<file path="src/rtl/alu_pkg.sv">
// Types shared by the 4-bit ALU and the scheduler that multiplexes requesters onto it.
package alu_pkg;

  typedef enum logic [3:0] {
    ADD      = 4'd0,
    ADD_C    = 4'd1,
    SUB      = 4'd2,
    SUB_B    = 4'd3,
    AND_L    = 4'd4,
    OR_L     = 4'd5,
    XOR_L    = 4'd6,
    NOT_A    = 4'd7,
    INC      = 4'd8,
    DEC      = 4'd9,
    SHIFT_L  = 4'd10,
    SHIFT_R  = 4'd11,
    ROTATE_L = 4'd12,
    ROTATE_R = 4'd13
  } opcode_e;

  typedef enum logic [1:0] {
    IDLE  = 2'd0,
    ISSUE = 2'd1,
    WAIT  = 2'd2
  } sched_state_e;

  // Highest legal opcode; 14 and 15 are rejected with an error response.
  localparam opcode_e OPC_LAST = ROTATE_R;

endpackage

</file>
<file path="src/rtl/alu_sched_rr_arbiter.sv">
// Round-robin arbiter: one-hot grant, searching from the requester after the last grant.
module rr_arbiter #(
  parameter int unsigned N = 2
) (
  input  logic         clk,
  input  logic         reset,
  input  logic [N-1:0] req_i,
  input  logic         enable_i,
  output logic [N-1:0] grant_o
);

  localparam int unsigned PtrW = (N > 1) ? $clog2(N) : 1;

  logic [PtrW-1:0] ptr_q, ptr_d;
  logic [PtrW-1:0] idx;

  always_comb begin
    grant_o = '0;
    ptr_d   = ptr_q;
    idx     = '0;
    if (enable_i) begin
      for (int unsigned i = 1; i <= N; i++) begin
        idx = PtrW'((32'(ptr_q) + i) % N);
        if (req_i[idx] && (grant_o == '0)) begin
          grant_o[idx] = 1'b1;
          ptr_d        = idx;
        end
      end
    end
  end

  // Pointer starts at N-1 so requester 0 wins first after reset.
  always_ff @(posedge clk or negedge reset) begin
    if (!reset) begin
      ptr_q <= PtrW'(N - 1);
    end else begin
      ptr_q <= ptr_d;
    end
  end

endmodule

</file>
<file path="src/rtl/alu_sched.sv">
// Shares one registered 4-bit ALU between N_REQ requesters with per-requester carry flags.
module alu_sched
  import alu_pkg::*;
#(
  parameter int unsigned N_REQ   = 2,
  parameter int unsigned TIMEOUT = 4
) (
  input  logic               clk,
  input  logic               reset,
  input  logic [N_REQ-1:0]   req_valid,
  output logic [N_REQ-1:0]   req_ready,
  input  logic [4*N_REQ-1:0] req_a,
  input  logic [4*N_REQ-1:0] req_b,
  input  logic [4*N_REQ-1:0] req_ctl,
  input  logic [N_REQ-1:0]   req_use_cf,
  output logic [N_REQ-1:0]   rsp_valid,
  output logic [3:0]         rsp_alu,
  output logic               rsp_carry,
  output logic               rsp_zero,
  output logic               rsp_err,
  output logic               alu_valid_in,
  output logic [3:0]         alu_a,
  output logic [3:0]         alu_b,
  output logic               alu_cin,
  output logic [3:0]         alu_ctl,
  input  logic               alu_valid_out,
  input  logic [3:0]         alu_result,
  input  logic               alu_carry,
  input  logic               alu_zero
);

  localparam int unsigned PtrW = (N_REQ > 1) ? $clog2(N_REQ) : 1;
  localparam int unsigned CntW = (TIMEOUT > 1) ? $clog2(TIMEOUT) : 1;

  sched_state_e     state_q;
  logic [N_REQ-1:0] grant;
  logic [N_REQ-1:0] gnt_q;
  logic [PtrW-1:0]  gidx, gidx_q;
  logic [N_REQ-1:0] cf_q;
  logic [CntW-1:0]  cnt_q;
  logic [N_REQ-1:0] rsp_valid_q;
  logic [3:0]       rsp_alu_q;
  logic             rsp_carry_q, rsp_zero_q, rsp_err_q;
  logic             alu_valid_in_q, alu_cin_q;
  logic [3:0]       alu_a_q, alu_b_q, alu_ctl_q;
  logic [3:0]       sel_a, sel_b, sel_ctl;
  logic             sel_cin, legal;

  rr_arbiter #(
    .N (N_REQ)
  ) u_arb (
    .clk      (clk),
    .reset    (reset),
    .req_i    (req_valid),
    .enable_i (state_q == IDLE),
    .grant_o  (grant)
  );

  always_comb begin
    gidx    = '0;
    sel_a   = '0;
    sel_b   = '0;
    sel_ctl = '0;
    sel_cin = 1'b0;
    for (int unsigned i = 0; i < N_REQ; i++) begin
      if (grant[i]) begin
        gidx    = PtrW'(i);
        sel_a   = req_a[4*i +: 4];
        sel_b   = req_b[4*i +: 4];
        sel_ctl = req_ctl[4*i +: 4];
        sel_cin = req_use_cf[i] & cf_q[i];
      end
    end
    legal = (sel_ctl <= 4'(OPC_LAST));
  end

  always_ff @(posedge clk or negedge reset) begin
    if (!reset) begin
      state_q        <= IDLE;
      gnt_q          <= '0;
      gidx_q         <= '0;
      cf_q           <= '0;
      cnt_q          <= '0;
      rsp_valid_q    <= '0;
      rsp_alu_q      <= '0;
      rsp_carry_q    <= 1'b0;
      rsp_zero_q     <= 1'b0;
      rsp_err_q      <= 1'b0;
      alu_valid_in_q <= 1'b0;
      alu_cin_q      <= 1'b0;
      alu_a_q        <= '0;
      alu_b_q        <= '0;
      alu_ctl_q      <= '0;
    end else begin
      rsp_valid_q    <= '0;
      alu_valid_in_q <= 1'b0;
      unique case (state_q)
        IDLE: begin
          if (|grant) begin
            gnt_q     <= grant;
            gidx_q    <= gidx;
            alu_a_q   <= sel_a;
            alu_b_q   <= sel_b;
            alu_ctl_q <= sel_ctl;
            alu_cin_q <= sel_cin;
            if (legal) begin
              alu_valid_in_q <= 1'b1;
              state_q        <= ISSUE;
            end else begin
              rsp_valid_q <= grant;
              rsp_alu_q   <= '0;
              rsp_carry_q <= 1'b0;
              rsp_zero_q  <= 1'b0;
              rsp_err_q   <= 1'b1;
            end
          end
        end
        ISSUE: begin
          cnt_q   <= '0;
          state_q <= WAIT;
        end
        WAIT: begin
          if (alu_valid_out) begin
            rsp_valid_q  <= gnt_q;
            rsp_alu_q    <= alu_result;
            rsp_carry_q  <= alu_carry;
            rsp_zero_q   <= alu_zero;
            rsp_err_q    <= 1'b0;
            cf_q[gidx_q] <= alu_carry;
            state_q      <= IDLE;
          end else if (cnt_q == CntW'(TIMEOUT - 1)) begin
            rsp_valid_q <= gnt_q;
            rsp_alu_q   <= '0;
            rsp_carry_q <= 1'b0;
            rsp_zero_q  <= 1'b0;
            rsp_err_q   <= 1'b1;
            state_q     <= IDLE;
          end else begin
            cnt_q <= cnt_q + 1'b1;
          end
        end
        default: state_q <= IDLE;
      endcase
    end
  end

  // Grant is combinational so the handshake completes in the same cycle as arbitration.
  assign req_ready    = grant;
  assign rsp_valid    = rsp_valid_q;
  assign rsp_alu      = rsp_alu_q;
  assign rsp_carry    = rsp_carry_q;
  assign rsp_zero     = rsp_zero_q;
  assign rsp_err      = rsp_err_q;
  assign alu_valid_in = alu_valid_in_q;
  assign alu_a        = alu_a_q;
  assign alu_b        = alu_b_q;
  assign alu_cin      = alu_cin_q;
  assign alu_ctl      = alu_ctl_q;

endmodule

</file>
<file path="config.mk">
export PLATFORM = sky130hd
export DESIGN_NAME = alu_sched
export DESIGN_NICKNAME = d
export VERILOG_FILES = /design/src/rtl/alu_pkg.sv /design/src/rtl/alu_sched_rr_arbiter.sv /design/src/rtl/alu_sched.sv
export SDC_FILE = /design/constraint.sdc
export NUM_CORES = 1
export LEC_CHECK = 0
export CAP_MARGIN = 20
export CORE_UTILIZATION = 35
export CTS_CLUSTER_SIZE = 16
export DETAILED_ROUTE_END_ITERATION = 10
export PLACE_DENSITY = 0.68
export SLEW_MARGIN = 20
export SYNTH_ARGS = -nofsm -noshare
export SYNTH_HDL_FRONTEND = slang
export SYNTH_SLANG_ARGS = --single-unit
</file>
<file path="constraint.sdc">
create_clock -name clk -period 2.97 [get_ports clk]
set_clock_uncertainty 0.15 [all_clocks]
set_input_delay 0.4455 -clock clk [delete_from_list [all_inputs] [get_ports clk]]
set_output_delay 0.4455 -clock clk [all_outputs]
set_load 0.1 [all_outputs]
</file>
* Word-level counts from Yosys, hierarchy flattened
Index checks and enable logic that the tools add are counted.
W data, S select, Z words.
** Cells by class
- $add $sub $neg :: 3
- Order comparisons :: 7
- Equal/unequal tests :: 9
- Mux-type cells :: 59
- Bitwise gates (word level) :: 3
- Reductions and logical operators :: 16
** Operators with widths (count)
- $mux W4 :: 10
- $mux W2 :: 14
- $mux W1 :: 24
- $ne A2 B2 Y1 const B :: 5
- $pmux W2 S2 :: 2
- $pmux W4 S2 :: 1
- $lt A1 B2 Y1 const B :: 3
- $pmux W1 S2 :: 3
- $pmux W2 S3 :: 1
- $reduce_and A2 Y1 :: 3
- $reduce_and A3 Y1 :: 2
- $reduce_bool A2 Y1 :: 3
- $eq A2 B2 Y1 const B :: 2
- $le A4 B4 Y1 const B :: 1
- $logic_and A1 B1 Y1 :: 4
- $logic_not A2 Y1 :: 2
- $reduce_and A4 Y1 :: 1
- $demux W1 S1 :: 3
- $ge A1 B1 Y1 const B :: 3
- $ne A3 B3 Y1 const B :: 1
- $add A1 B1 Y1 const B :: 2
- $add A2 B1 Y2 const B :: 1
- $and A1 B1 Y1 :: 2
- $bwmux W2 :: 1
- other kinds (3) :: 3
** Storage, ports and cells
- Register bits :: 33
- Bits of input ports :: 37
- Output and inout port bits :: 25
- Word-level logic and storage cells :: 113

* Longest topological paths before layout
- Depth after elaboration :: 17
- Gate-level depth with buffers :: 6
- Mapped depth without buffers :: 5

* Cells and area by module
Synthesis repeated with hierarchy kept, for this count alone.
** Unflattened totals
- Cell total of the unflattened synthesis :: 173
- Area total of the unflattened synthesis :: 1717.9 sq um
** By module, submodules not included
- alu_sched :: times used 1, cells each 165, area each 1655.3 sq um, seq. area each 775.7 sq um
- rr_arbiter :: times used 1, cells each 8, area each 62.6 sq um, seq. area each 26.3 sq um

* Worst setup path before layout
No wires, ideal clock.
- Kind :: register -> output
- Start :: register u_arb.ptr_q
- End :: output req_ready[0]
- Data arrival time :: 1.929 ns
- Required time :: 2.375 ns
- Path slack :: 0.445 ns
- Stages on the path, launching flop included :: 5
- Buffers on the path :: 2
- Cell sequence :: dfstp_2 -> nand2b_1 -> and3_1 -> buf_6 -> clkbuf_1
** On the way
- Longest elaborated chain between the ends :: 11
- Elaborated cells on any way between the ends :: 23
- Classes of those cells :: 2 x add/sub; 4 x order compare; 12 x mux; 1 x bitwise; 4 x reduce/logical
** Ends and longest elaborated chain
- start, declared :: RTL line alu_sched_rr_arbiter.sv:14 : logic [PtrW-1:0] ptr_q, ptr_d;
- start signal, assigned :: RTL line alu_sched_rr_arbiter.sv:35 : ptr_q <= PtrW'(N - 1);
- start signal, assigned :: RTL line alu_sched_rr_arbiter.sv:37 : ptr_q <= ptr_d;
- $add A1 B1 Y1 :: RTL line alu_sched_rr_arbiter.sv:23 : idx = PtrW'((32'(ptr_q) + i) % N);
- $lt A1 B2 Y1 (implied by the code) / $ge A1 B1 Y1 (equally long branches) :: RTL line alu_sched_rr_arbiter.sv:25 : grant_o[idx] = 1'b1;
- $logic_and A1 B1 Y1 (implied by the code) :: RTL line alu_sched_rr_arbiter.sv:25
- $mux W1 (implied by the code) :: RTL line alu_sched_rr_arbiter.sv:25
- $demux W1 S1
- $mux W2 :: RTL line alu_sched_rr_arbiter.sv:24 : if (req_i[idx] && (grant_o == '0)) begin
- $mux W2 :: RTL line alu_sched_rr_arbiter.sv:21 : if (enable_i) begin
- $logic_not A2 Y1 :: RTL line alu_sched_rr_arbiter.sv:24
- $logic_and A1 B1 Y1 :: RTL line alu_sched_rr_arbiter.sv:24
- $mux W2 * :: RTL line alu_sched_rr_arbiter.sv:24
- $mux W2 * :: RTL line alu_sched_rr_arbiter.sv:21
- end, declared :: RTL line alu_sched.sv:11 : output logic [N_REQ-1:0] req_ready,
Every way passes the cells marked *; elsewhere a longest branch is shown, timed or not. The select of a mux whose other input is x is not followed.

* Worst setup path in the final report
- Start :: input req_valid[1]
- End :: output req_ready[1]
** On the way
- Longest elaborated chain between the ends :: 8
- Elaborated cells on any way between the ends :: 11
- Classes of those cells :: 8 x mux; 1 x bitwise; 2 x reduce/logical
** Ends and longest elaborated chain
- start, declared :: RTL line alu_sched.sv:10 : input logic [N_REQ-1:0] req_valid,
- $mux W1 (implied by the code) (2 in series) :: RTL line alu_sched_rr_arbiter.sv:24
- $mux W2 :: RTL line alu_sched_rr_arbiter.sv:24
- $mux W2 :: RTL line alu_sched_rr_arbiter.sv:21
- $logic_not A2 Y1 :: RTL line alu_sched_rr_arbiter.sv:24
- $logic_and A1 B1 Y1 :: RTL line alu_sched_rr_arbiter.sv:24
- $mux W2 * :: RTL line alu_sched_rr_arbiter.sv:24
- $mux W2 * :: RTL line alu_sched_rr_arbiter.sv:21
Marks and branches as above.

==> reports/results.md <==
GRT
• Congestion Overflow GR: 0
• initial antenna violation count: 0
• GRT Overall Usage: 18.8%
• maximum number of pins on one net before global-route repair: 33
• wire length of the first global-routing pass: 6090 µm
• vias in the first global route: 1329

Critical path
• critical path buffer and inverter count: 2
• largest driver fanout on the critical path: 11
• Worst setup SP type: input port
• Critical Path End Type: output pin
• count of cells along the worst register-to-register path: 4
• delay-heaviest family, CP: simple AND/OR/NAND/NOR gates
• worst r2r src: state_q[0]
• r2r setup slk: 0.77 ns
• data arrival time at the worst-slack endpoint: 1.95 ns
• end of the worst register-to-register path: rsp_alu[1]
• CP max stage delay: 0.51 ns
• critical path class: in2out
• highest-delay cell along the critical path: sky130_fd_sc_hd__clkdlybuf4s50_1
• cell-by-cell trace of the critical path: clkdlybuf4s50_1 -> nor3b_1 -> and2_1 -> buf_12
• data required time at the worst endpoint: 2.37 ns

Logic synthesis
• XOR/XNOR Fraction of Synth Area: 0%
• synthesized-area fraction occupied by ao, oa, aoi and oai cells: 22.6%
• number of storage elements in the synthesis netlist: 32
• synthesized area per cell: 10.7 µm²
• top cells by area in the synthesized netlist: sky130_fd_sc_hd__dfrtp_1 53%, sky130_fd_sc_hd__a222oi_1 6.8%, sky130_fd_sc_hd__a211oi_1 3.1%
• number of distinct library cells after synthesis: 34
• post-synthesis share of cell area spent on and, or, nand and nor gates: 11.1%
• share of synthesized cell area in full adder, half adder and majority cells: 0.852%
• cell type contributing the most total cell area after synthesis: sky130_fd_sc_hd__dfrtp_1
• sequential area share after synthesis: 54.6%
• total standard cell area after synthesis: 1470 µm²
• main combinational cell family by area after synthesis: compound AO/OA/AOI/OAI gates
• total of warnings raised by yosys: 0
• mux share of post-synthesis cell area: 4.34%
• share of the synthesized area in the top cell type: 52.8%
• synthesized instance count: 137
• syn_nets: 175

CTS
• cell at the root of the clock tree: sky130_fd_sc_hd__clkbuf_8
• CTS H-Tree Depth: 2
• post-CTS setup repair buffer count: 0
• TritonCTS clock tree: done
• number of sinks handled by clock tree synthesis: 32
• hold bufs inserted after CTS: 0
• Clock Pin Slew Worst Setup and Hold Paths: 0.06 ns
• Num CTS Buffers: 5
• clock latency reported for the late side of the worst-skew pair: 0.28 ns
• post-cts sizing count: 0
• maximum buffer depth of the clock tree: 2

STA
• worst-case headroom to the max-slew limit: 64.0%
• max-slew violation count: 0
• timing-limited maximum frequency: 393 MHz
• post-route minimum period: 2.55 ns
• setup repair after global routing missed its margin: false
• minimum setup slack in the final design: 0.425 ns
• Final TNS setup: 0 ns
• final hold vios: 0
• measured slew at the worst slew-check pin: 0.539 ns
• setup violation total in the final timing report: 0
• post-route fraction of the period consumed by the critical path: 85.7%

Placed design
• worst slack at placement: 0.425 ns
• placed wire-length estimate after detailed placement: 2740 µm
• Port Buf Inserts: 61
• routability cong.: 0.716

Layout
• commonest cells after routing, fill and taps aside: 36 x sky130_fd_sc_hd__clkdlybuf4s50_1, 31 x sky130_fd_sc_hd__dfrtp_1, 27 x sky130_fd_sc_hd__buf_4, 12 x sky130_fd_sc_hd__inv_1, 10 x sky130_fd_sc_hd__a222oi_1
• most common cell after layout, fill and taps aside: sky130_fd_sc_hd__clkdlybuf4s50_1
• Syn-to-layout area delta: 48.0%
• Filler cells: 372
• Antenna Cells: 0
• final-stage net count: 237
• core utilization of the finished layout: 53.9%
• layout cell share with drive strength beyond 1: 20.0%

Floorplanning
• Vert. Die Dim: 66.8 µm
• Die Outline Area: 4460 µm²
• Die X-Extent: 66.8 µm
• site row count: 23
• I/O pin cnt: 62
• effective utilization at floorplan: 36.5%
• core area: 4030 µm²

Route
• vias per cell: 5.32
• Residual DRC: 0
• router iterations before antenna repair: 4
• ANT nets after route: 0
• Total Routed Length: 3690 µm
• initial detailed-routing violation count: 88
• Avg WL per Cell: 14.8 µm
• via count of the routed design: 1331

Hold path
• start point of the worst hold path: alu_ctl[1]
• worst-case hold path end point: alu_ctl[1]
• instance count along the most critical hold path: 2
• Hold Crit Class: reg2reg

Job
• max_cap viols: 0

Status
• run status: complete, no violations

## worst max-delay path by stage
stage / slack (ns) / endpoint / startpoint / depth (start not counted)
after global placement: 0.45 / req_ready[1] / req_valid[1] / 4
after global routing: 0.24 / req_ready[1] / req_valid[1] / 4
after floorplan: 0.45 / req_ready[0] / u_arb.ptr_q / 4
after detailed placement: 0.42 / req_ready[1] / req_valid[1] / 4
after CTS: 0.40 / req_ready[1] / req_valid[1] / 4
final: 0.42 / req_ready[1] / req_valid[1] / 4
## layout make-up
| class | instances | area (µm²) | area share, % |
|---|---|---|---|
| Multi-Input combinational cell | 83 | 571 | 26.3 |
| Clock buffer | 8 | 90.1 | 4.15 |
| Tap cell | 50 | 62.6 | 2.88 |
| Timing Repair Buffer | 65 | 603 | 27.7 |
| Sequential cell | 32 | 802 | 36.9 |
| Inverter | 12 | 45.0 | 2.07 |
## worst reg2reg max path: cells and delay by family (launching register included)
family | cells | cell delay (ns)
and+or+nand+nor | 2 | 0.83
AOI/OAI and AO/OA | 2 | 0.52
DFF | 1 | 0.57
## synthesized netlist by cell type
cell                       number
sky130_fd_sc_hd__and3_1         1
sky130_fd_sc_hd__nand4_1        2
sky130_fd_sc_hd__and3b_1        1
sky130_fd_sc_hd__dfrtp_1       31
sky130_fd_sc_hd__a21oi_1        8
sky130_fd_sc_hd__nand3b_1       1
sky130_fd_sc_hd__buf_6          1
sky130_fd_sc_hd__a32oi_1        1
sky130_fd_sc_hd__dfstp_2        1
sky130_fd_sc_hd__nand2_1        8
sky130_fd_sc_hd__a31oi_1        7
sky130_fd_sc_hd__mux2i_1        3
sky130_fd_sc_hd__nand3_1        2
sky130_fd_sc_hd__nor3b_1        2
sky130_fd_sc_hd__a221o_1        1
sky130_fd_sc_hd__mux2_2         3
sky130_fd_sc_hd__a32o_1         3
sky130_fd_sc_hd__nor2b_1        2
sky130_fd_sc_hd__o21ai_0        6
sky130_fd_sc_hd__a211oi_1       6
sky130_fd_sc_hd__a222oi_1      10
sky130_fd_sc_hd__a21o_1         2
sky130_fd_sc_hd__and2_1         2
sky130_fd_sc_hd__buf_1          1
sky130_fd_sc_hd__a22o_1         1
sky130_fd_sc_hd__nor2_2         1
sky130_fd_sc_hd__clkbuf_1       5
sky130_fd_sc_hd__nor3_1         4
sky130_fd_sc_hd__ha_1           1
sky130_fd_sc_hd__buf_2          2
sky130_fd_sc_hd__buf_4          1
sky130_fd_sc_hd__inv_1         12
sky130_fd_sc_hd__nor2_1         4
sky130_fd_sc_hd__nand2b_1       1
## cells by family (layout without fill, tap and decap cells)
| logic type | Yosys count | count (layout) |
|---|---|---|
| AOI/OAI and AO/OA | 45 | 45 |
| DFF | 32 | 32 |
| and+or+nand+nor | 31 | 31 |
| buffers and inverters | 22 | 85 |
| muxes | 6 | 6 |
| adders and majority gates | 1 | 1 |
## metrics by stage
| stage | area (µm²) | hold slack [ns] | std cells |
|---|---|---|---|
| floorplan | 1470 | -0.0000911 | 137 |
| global placement | 2080 | 0.329 | 242 |
| detailed placement | 2080 | 0.337 | 242 |
| CTS | 2170 | 0.356 | 250 |
| global route | 2170 | 0.386 | 250 |
| finish | 2170 | 0.347 | 250 |
## metal layers
metal / routed length (µm) / part of all wire, % / vias to the layer above / GRT usage, %
met5: 0 / 0 / - / 0
met4: 91 / 2.5 / 0 / 9.57
met3: 289 / 7.8 / 7 / 7.19
met2: 1810 / 49 / 49 / 31.4
met1: 1500 / 41 / 636 / 20.5
li1: - / - / 639 / -
## state kept, by name (all words and copies together) (netlist names)
name,count
alu_a,4
alu_b,4
alu_cin,1
alu_ctl,4
alu_valid_in,1
cf_q,2
cnt_q,2
gnt_q,2
rsp_alu,4
rsp_carry,1
rsp_err,1
rsp_valid,2
rsp_zero,1
state_q,2
u_arb.ptr_q,1
Power is not shown: default switching activity piles up to over one toggle a cycle in this logic, so the estimate is an artifact.
